`src/rtl/echo_capture.sv`:
```
// HC-SR04 echo receiver: arms on start, waits for the echo rising edge and
// measures the echo high time in clk cycles, reporting no-echo and saturation.
module echo_capture #(
   parameter int unsigned CNT_LEN     = 16,
   parameter int unsigned SYNC_STAGES = 2
) (
   input  logic               clk,
   input  logic               rst,
   input  logic               start,
   input  logic               echo,
   input  logic [CNT_LEN-1:0] timeout,
   output logic               ready,
   output logic               valid,
   output logic [CNT_LEN-1:0] width,
   output logic [1:0]         err
);

   typedef enum logic [1:0] {
      IDLE    = 2'd0,
      ARMED   = 2'd1,
      MEASURE = 2'd2,
      DONE    = 2'd3
   } state_t;

   localparam logic [1:0] ERR_OK     = 2'b00;
   localparam logic [1:0] ERR_NOECHO = 2'b01;
   localparam logic [1:0] ERR_SAT    = 2'b10;

   state_t                 state, state_d;
   logic [SYNC_STAGES-1:0] sync;
   logic                   echo_s, echo_prev, rise, fall;
   logic [CNT_LEN-1:0]     wait_cnt, wait_cnt_d;
   logic [CNT_LEN-1:0]     tmo_q, tmo_d;
   logic [CNT_LEN-1:0]     width_cnt, width_cnt_d;
   logic [CNT_LEN-1:0]     width_d;
   logic [1:0]             err_d;

   assign echo_s = sync[SYNC_STAGES-1];
   assign rise   = echo_s & ~echo_prev;
   assign fall   = ~echo_s & echo_prev;

   // State, counters and registered outputs
   always_ff @(posedge clk or negedge rst) begin
      if (!rst) begin
         state     <= IDLE;
         sync      <= '0;
         echo_prev <= 1'b0;
         wait_cnt  <= '0;
         tmo_q     <= '0;
         width_cnt <= '0;
         width     <= '0;
         err       <= ERR_OK;
         valid     <= 1'b0;
         ready     <= 1'b1;
      end else begin
         state     <= state_d;
         sync      <= {sync[SYNC_STAGES-2:0], echo};
         echo_prev <= echo_s;
         wait_cnt  <= wait_cnt_d;
         tmo_q     <= tmo_d;
         width_cnt <= width_cnt_d;
         width     <= width_d;
         err       <= err_d;
         valid     <= (state_d == DONE);
         ready     <= (state_d == IDLE);
      end
   end

   // Next-state and datapath update
   always_comb begin
      state_d     = state;
      wait_cnt_d  = wait_cnt;
      tmo_d       = tmo_q;
      width_cnt_d = width_cnt;
      width_d     = width;
      err_d       = err;
      case (state)
         IDLE: begin
            if (start) begin
               state_d    = ARMED;
               wait_cnt_d = '0;
               tmo_d      = timeout;
            end
         end
         ARMED: begin
            wait_cnt_d = wait_cnt + CNT_LEN'(1);
            if (rise) begin
               state_d     = MEASURE;
               width_cnt_d = CNT_LEN'(1);
            end else if (wait_cnt == tmo_q) begin
               state_d = DONE;
               width_d = '0;
               err_d   = ERR_NOECHO;
            end
         end
         MEASURE: begin
            // saturation is tested before the increment so the counter never wraps
            if (fall) begin
               state_d = DONE;
               width_d = width_cnt;
               err_d   = ERR_OK;
            end else if (&width_cnt) begin
               state_d = DONE;
               width_d = '1;
               err_d   = ERR_SAT;
            end else begin
               width_cnt_d = width_cnt + CNT_LEN'(1);
            end
         end
         DONE: begin
            state_d = IDLE;
         end
         default: begin
            state_d = IDLE;
         end
      endcase
   end

endmodule

```
`config.mk`:
```
export PLATFORM = sky130hd
export DESIGN_NAME = echo_capture
export DESIGN_NICKNAME = d
export VERILOG_FILES = /design/src/rtl/echo_capture.sv
export SDC_FILE = /design/constraint.sdc
export NUM_CORES = 1
export LEC_CHECK = 0
export CAP_MARGIN = 20
export CORE_ASPECT_RATIO = 1.75
export CORE_MARGIN = 2
export CORE_UTILIZATION = 31
export CTS_BUF_LIST = sky130_fd_sc_hd__clkbuf_8
export DETAILED_ROUTE_END_ITERATION = 10
export GPL_ROUTABILITY_DRIVEN = 0
export GPL_TIMING_DRIVEN = 0
export SETUP_SLACK_MARGIN = 0.5
export SLEW_MARGIN = 10
export SYNTH_ARGS = -nofsm -noshare
export SYNTH_HDL_FRONTEND = slang
export SYNTH_SLANG_ARGS = --single-unit
export TNS_END_PERCENT = 1
```
`constraint.sdc`:
```
create_clock -name clk -period 2.3 [get_ports clk]
set_clock_uncertainty 0.05 [all_clocks]
set_input_delay 0.46 -clock clk [delete_from_list [all_inputs] [get_ports clk]]
set_output_delay 0.46 -clock clk [all_outputs]
set_load 0.05 [all_outputs]
```
# Word-level counts from Yosys, hierarchy flattened
# Index checks and enable logic that the tools add are counted.
# W data, S select, Z words.
# word_totals
input_bits	20
ff_bits	73
elab_cells	59
# op_classes
n_eq_ne	12
mux	22
addsub	2
bitwise_logic	4
reduce_logical	9
# ops
operator	count
$mux W16	8
$pmux W16 S2	3
$add A16 B1 Y16 const B	2
$mux W2	9
$eq A16 B16 Y1	1
$reduce_and A16 Y1	1
$ne A2 B2 Y1 const B	6
$pmux W2 S4	1
$reduce_and A4 Y1	2
$eq A2 B2 Y1 const B	3
$logic_not A2 Y1	2
$pmux W2 S2	1
$reduce_and A2 Y1	2
$reduce_bool A2 Y1	2
$ne A3 B3 Y1 const B	1
$and A1 B1 Y1	2
$eq A2 B1 Y1 const B	1
$not A1 Y1	2

# Longest topological paths before layout
# Gate-level depths: netlist of run 1.
# depth
word_depth	5
depth_mapped	8
ltp_nobuf	7

# Worst setup path before layout of run 1
# OpenSTA, ideal clock, no wires.
# synth_path
kind	reg2reg
start	register width_cnt[0]
end	register width[5]
required_time_ps	2130
n_path_buf	1
setup_time_ps	120
path_stages_with_launch	8
arrival_time_ps	1721
path_slack_ps	409
path_cell_list	dfrtp_1 -> ha_1 -> nand4_1 -> nand4bb_4 -> a31o_1 -> buf_6 -> a22o_1 -> a41o_1
# synth_between
elab_chain_cells	3
# synth_lines
item	line	text
start: declaration	34	logic [CNT_LEN-1:0] width_cnt, width_cnt_d;
start signal: assignment	61	width_cnt <= width_cnt_d;
$reduce_and A16 Y1	102	end else if (&width_cnt) begin
$ne A3 B3 Y1 (no line)	--	
$reduce_and A4 Y1 (no line)	--	
end signal: assignment	62	width <= width_d;
end: declaration	14	output logic [CNT_LEN-1:0] width,
# No other way between the ends.
# A chain may end at the register's enable or synchronous reset.

# Worst setup path in the final report of run 1
# layout_path
start	register width[8]
end	output width[8]
# No word-level cell between the ends.

==> metrics, run 1 <==
YS warnings=0; Post-synth EDFFs=0; crit path max fanout=3; Worst-Skew Late Latency=0.35 ns; total vias in the final route=between 2000 and 3000; switching power=roughly 2 mW; async set-reset flop share out of synthesis=between 90% and 100%; Max clock buf depth=2; mapped cell area=approximately 3600 um^2; max incr delay on CP=0.81 ns; worst path required time=between 1.5 and 2 ns; area leader, netlist=dfrtp_1; Sequential Area=around 1800 um^2; Setup crit start kind=flip-flop; Placed Cells=550; Core Util, Final=approximately two fifths; number of buffers created by CTS=9; number of nets in the layout=456; CTS tree=done; Area Overhead vs Synth=25.90%; Worst EP arrival=between 1.5 and 2 ns; slew margin rel.=approximately three fifths; Initial Util=between 30% and 40%; RSZ-0062 raised after global routing=yes; Slew @ Worst Pin=a little over 0.6 ns; met1 Usage GRT=between 10% and 20%; main area contributors after synthesis=dfrtp_1 50%, nand2_1 7.3%, xor2_1 6.3%, a41o_1 4.4%, nor2_1 3.5%; largest net degree at the start of global routing=63; ANT cells=0; Power, Total=just under 5 mW; Crit. End Element=output port; Global Route met2 Usage=27.85%; Seq cells post-synth=73; Port Buf Inserts=39; Max IR drop VDD=~0.5 mV; GR Util met3=roughly 2.6%; Clock Tree Root=clkbuf_8; post-DR vias/cell=5.223; First DRT Iteration DRCs=between 150 and 200; post-route antenna net violation count=0; status=finished, final reports clean; Non-Filler Instances=573; GRT Overall Usage=between 10% and 20%; Combinational Power Share=43.1%; clk sinks=73; max cap viols=0; Synth Instances=between 300 and 400; grt ovf=0; # rows=52; sequential share of the synthesized area=between 50% and 60%; core box area=between 10000 and 15000 um^2; post-synth net total=slightly below 400; HP Class=flip-flop to flip-flop; Mean Syn Cell Area=between 9 and 10 um^2; Synth Flop Type=dfrtp_1; sequential power share=37.7%; initial antenna violation count=0; f_max=around 480 MHz; top-count cell post-synth=dfrtp_1; P per Cell Area=around 1100 nW/um^2; final period utilization=approximately 90%; die outline width=~86 um; # setup viols final=0; critical path type=flip-flop to output port; H-tree Lvls=3; layout cells sized above 1=about an eighth; Max stage delay cell, worst path=clkdlybuf4s50_1; final hold viol count=0; Remaining DRCs=0; Switching Share=between 40% and 50%; total wire length=roughly 9000 um; synth unique cells=46; clock slew at reported path FFs=approximately 0.08 ns; io pins=40; Worst path top cell family by delay=buffers and inverters; Period minus WS final=approximately 2.1 ns; Post-DP HPWL=6381 um; CP Cell Sequence=clkdlybuf4s50_1; Die ar.=~13000 um^2; GRT busiest layer=met2; synth cell count leaders=72 x dfrtp_1, 70 x nand2_1, 34 x nor2_1; Clock Power Share=about a fifth; post-DR wirelength/cell=between 15 and 20 um; vias in the first global route=around 3100; Die Y=roughly 150 um; first-pass GRT wire length=between 10000 and 15000 um; top cell type's share of synthesized area=approximately half; Static Leak=between 2 and 2.5 nW; Detailed Routing Iterations Pass 1=5; Fillers=roughly 1200; Multi-input gate area=between 1500 and 2000 um^2; internal power=slightly below 3 mW; Final Slew Violations=0; buffers and inverters on the worst path=1
[cell families after synthesis]
kind of cell | synth area share (%)
AOI/OAI and AO/OA | 14.25
xor gates and xnor gates | 6.535
adders and majority gates | 0.6915
buffers and inverters | 3.285
DFF | 50.52
muxes | 1.660
and+or+nand+nor | 23.06
[stage by stage]
stage               hold WS [ns]  instance area (um^2)  worst slack [ns]  TNS (ns)
CTS                       0.3510                  4431            0.2251         0
global route              0.3571                  4556            0.1749         0
finish                    0.3522                  4556            0.2369         0
detailed placement        0.2746                  4205           -0.4245    -6.395
floorplan                 0.1144                  3621            0.4323         0
global placement          0.3061                  4180            -1.878   -141.82
[cell type report]
| class | instances | area share (%) |
|---|---|---|
| Inverter | 4 | 0.3296 |
| Sequential cell | 73 | 40.13 |
| Clock inverter | 3 | 0.3570 |
| Clock buffer | 12 | 3.625 |
| Tap cell | 135 | 3.708 |
| Multi-Input combinational cell | 274 | 38.09 |
| Buffer | 24 | 2.994 |
| Timing Repair Buffer | 48 | 10.77 |
[state kept, by name, indices dropped and copies added (netlist names)]
register,count
echo_prev,1
err,2
ready,1
state,2
sync,2
tmo_q,16
valid,1
wait_cnt,16
width,16
width_cnt,16
[power by group through the flow]
| stage | Sequential (mW) | Combinational (mW) | Clock, mW |
|---|---|---|---|
| finish | 1.86 | 2.13 | 0.948 |
| global route | 1.91 | 2.34 | 1.02 |
| detailed placement | 1.90 | 2.05 | 0 |
| floorplan | 2.18 | 1.14 | 0 |
| CTS | 1.87 | 2.06 | 0.971 |
| global placement | 1.89 | 2.01 | 0 |
[placed cells by master, fill, tap and decap left out, drive strengths merged, types with 5 or more instances in the layout]
cell	synthesis	final
nand2	70	70
xor2	26	26
dlygate4sd2	0	9
buf	6	16
dfrtp	72	72
clkdlybuf4s50	0	28
clkbuf	18	29
nor2	35	35
nor4	6	6
o21ai	17	17
nand3	18	18
o2bb2ai	14	14
and3	5	5
nand4	14	14
a41o	16	16
inv	4	5
mux2i	6	6
[path summary, 6_finish.rpt]
kind / start / end / slack (ns) / cells past startpoint
min in group asynchronous: rst / width[13] / 0.45 / 2
worst max register to register: width_cnt[1] / width[4] / 0.25 / 7
max in group asynchronous: rst / ready / 1.16 / 3
worst min register to register: sync[0] / sync[1] / 0.35 / 0
worst max-delay path: width[8] / width[8] / 0.24 / 1
worst min-delay path: sync[0] / sync[1] / 0.35 / 0
[routing by layer]
layer  share of wire [%]  wire [um]
met1                  38       3436
met2                  56       5060
met3                 2.9        263
met4                 2.9        264
met5                   0          0
[repair_timing]
item | in CTS | in global routing
endpoints found under the setup margin | 85 | 88
resized for setup | 18 | 28
pin swaps | 3 | 3
buffers inserted | 2 | 3
cloned | 0 | 2
hold buffers | 1 | 0
hold endpoints to repair | 11 | 0
Note: power is estimated with default switching activity, not from simulation.
==> inputs of run 2 (changes only) <==
==> constraint.sdc (replaced) <==
create_clock -name clk -period 2.25 [get_ports clk]
set_clock_uncertainty 0.05 [all_clocks]
set_input_delay 0.45 -clock clk [delete_from_list [all_inputs] [get_ports clk]]
set_output_delay 0.45 -clock clk [all_outputs]
set_load 0.05 [all_outputs]
==> metrics, run 2 (same netlist as run 1, synthesis figures left out) <==
switching power=2.111 mW (+3.7%); Combinational Power Share=43.2% (about the same); Remaining DRCs=0 (unchanged); Slew @ Worst Pin=0.5642 ns (-0.05457 ns); Design Area, Final=4639 um^2 (+1.8%); post-DR vias/cell=5.236 (+0.25%); commonest non-fill, non-tap cell in the layout=dfrtp_1; f_max=approximately 500 MHz; number of nets in the layout=463 (+1.5%); First DRT Iteration DRCs=201 (+14%); Power, Total=5.090 mW (+3.1%); Worst EP arrival=2.19 ns (+0.64 ns); Port Buf Inserts=39 (unchanged); Multi-input gate area=1780 um^2 (+2.6%); Worst-Skew Late Latency=0.35 ns (about the same); crit path max fanout=10 (+7); sequential power share=37.7% (about the same); Post-DP HPWL=6381 um (unchanged); commonest non-fill, non-tap cells in the layout=71 x dfrtp_1, 70 x nand2_1, 34 x nor2_1; Setup crit start kind=flip-flop; critical path type=flip-flop to flip-flop; Sequential Area=1829 um^2 (about the same); Crit. End Element=flip-flop; Worst path top cell family by delay=compound AO/OA/AOI/OAI gates; Placed Cells=550 (unchanged); RSZ-0062 raised after global routing=yes; io pins=40 (unchanged); internal power=2.978 mW (+2.6%); total vias in the final route=3037 (+1.5%); grt ovf=0 (unchanged); ANT cells=0 (unchanged); die outline width=85.67 um (unchanged); Static Leak=2.152 nW (+2.5%); HP Class=flip-flop to flip-flop; status=finished, final reports clean; final hold viol count=0 (unchanged); largest net degree at the start of global routing=63 (unchanged); P per Cell Area=1097 nW/um^2 (+1.2%); buffers and inverters on the worst path=1 (unchanged); max cap viols=0 (unchanged); total wire length=9134 um (+1.2%); max incr delay on CP=0.40 ns (-0.41 ns); # setup viols final=0 (unchanged); Initial Util=31.60% (unchanged); Period minus WS final=approximately 2 ns; Final Slew Violations=0 (unchanged); # rows=52 (unchanged); vias in the first global route=3167 (+1.1%); CP Cell Sequence=ha_4 -> nand4_1 -> nand4bb_4 -> a31o_1 -> buf_6 -> a22o_1 -> a41o_1; GRT Overall Usage=15.52% (+0.34 points); post-DR wirelength/cell=15.75 um (about the same); clk sinks=73 (unchanged); Clock Tree Root=clkbuf_8; layout cells sized above 1=15.51% (+3.2 points); Non-Filler Instances=580 (+1.2%); post-route antenna net violation count=0 (unchanged); core box area=11450 um^2 (unchanged); Switching Share=41.48% (+0.24 points); H-tree Lvls=3 (unchanged); Clock Power Share=19.0% (-0.2 points); Die Y=146.9 um (unchanged); clock slew at reported path FFs=0.08 ns (about the same); number of buffers created by CTS=9 (unchanged); first-pass GRT wire length=15260 um (+1.8%); final period utilization=roughly nine tenths; Max stage delay cell, worst path=dfrtp_1; Fillers=1167 (+0.086%); Die ar.=12590 um^2 (unchanged); Detailed Routing Iterations Pass 1=4 (-1); initial antenna violation count=0 (unchanged); worst path required time=2.45 ns (+0.66 ns); CTS tree=done; slew margin rel.=62.10% (+3.5 points); Area Overhead vs Synth=28.22%; Max clock buf depth=2 (unchanged); dpl cell area=4205 um^2 (unchanged); Max IR drop VDD=0.5036 mV (+2.2%)
[run 2: changes by cell type in the layout (fill, tap and decap cells not counted), sizes merged]
cell	previous run	this run
dlygate4sd2	9	19
clkdlybuf4s50	28	19
buf	16	24
clkbuf	29	28
dlymetal6s2s	1	0
[run 2: area by class of cell]
class	instances	area share, %
tap	135	3.641
multi-input combinational	274	38.38
clock buffer	12	3.560
buffer	24	3.155
timing repair buffer	55	11.17
inverter	4	0.3236
sequential	73	39.43
clock inverter	3	0.3506
[run 2: power by group through the flow]
stage / Sequential [mW] / Clock, mW / Combinational, mW
4_1_cts: 1.90 / 0.993 / 2.12
2_1_floorplan: 2.22 / 0 / 1.16
5_1_grt: 1.96 / 1.04 / 2.43
3_3_place_gp: 1.93 / 0 / 2.05
6_report: 1.92 / 0.969 / 2.20
3_5_place_dp: 1.94 / 0 / 2.10
[run 2: per-stage QoR]
| step | hold slack (ns) | setup slack (ns) | utilization [%] | TNS [ns] |
|---|---|---|---|---|
| 2_1_floorplan | 0.1044 | 0.3823 | - | 0 |
| 5_1_grt | 0.3571 | 0.2098 | 40.52 | 0 |
| 6_report | 0.3542 | 0.2604 | 40.52 | 0 |
| 4_1_cts | 0.3510 | 0.2583 | 39.16 | 0 |
| 3_3_place_gp | 0.3061 | -1.918 | 36.51 | -145.93 |
| 3_5_place_dp | 0.2646 | -0.4645 | 36.72 | -7.480 |
[run 2: final timing paths]
path | to | depth (start not counted) | slack (ns) | startpoint
worst max-delay path | width[5] | 7 | 0.26 | width_cnt[0]
worst min-delay path | sync[1] | 0 | 0.35 | sync[0]
worst max register to register | width[5] | 7 | 0.26 | width_cnt[0]
worst min register to register | sync[1] | 0 | 0.35 | sync[0]
max in group asynchronous | ready | 3 | 1.12 | rst
min in group asynchronous | width[13] | 2 | 0.44 | rst
[run 2: timing repair]
action / in CTS / in global routing
endpoints found under the hold margin: 11 / 0
hold buffers: 1 / 0
cloned: 2 / 0
pin swaps: 21 / 6
endpoints found under the setup margin: 86 / 89
resized for setup: 40 / 34
buffers inserted: 5 / 7
[run 2: metal layers]
layer	part of all wire [%]	track usage [%]	wire, um
met1	37	16.16	3422
met4	3.1	8.016	283
met3	2.7	2.584	243
met5	0	0	0
met2	57	28.98	5184
==> inputs of run 3 (changes only) <==
--- a/config.mk
+++ b/config.mk
@@ -10,8 +10,8 @@
 export CORE_MARGIN = 2
 export CORE_UTILIZATION = 31
 export CTS_BUF_LIST = sky130_fd_sc_hd__clkbuf_8
+export CTS_CLUSTER_DIAMETER = 100
 export DETAILED_ROUTE_END_ITERATION = 10
-export GPL_ROUTABILITY_DRIVEN = 0
 export GPL_TIMING_DRIVEN = 0
 export SETUP_SLACK_MARGIN = 0.5
 export SLEW_MARGIN = 10
==> results of run 3 <==
Final layout, timing and power as in run 2 (identical DEF).
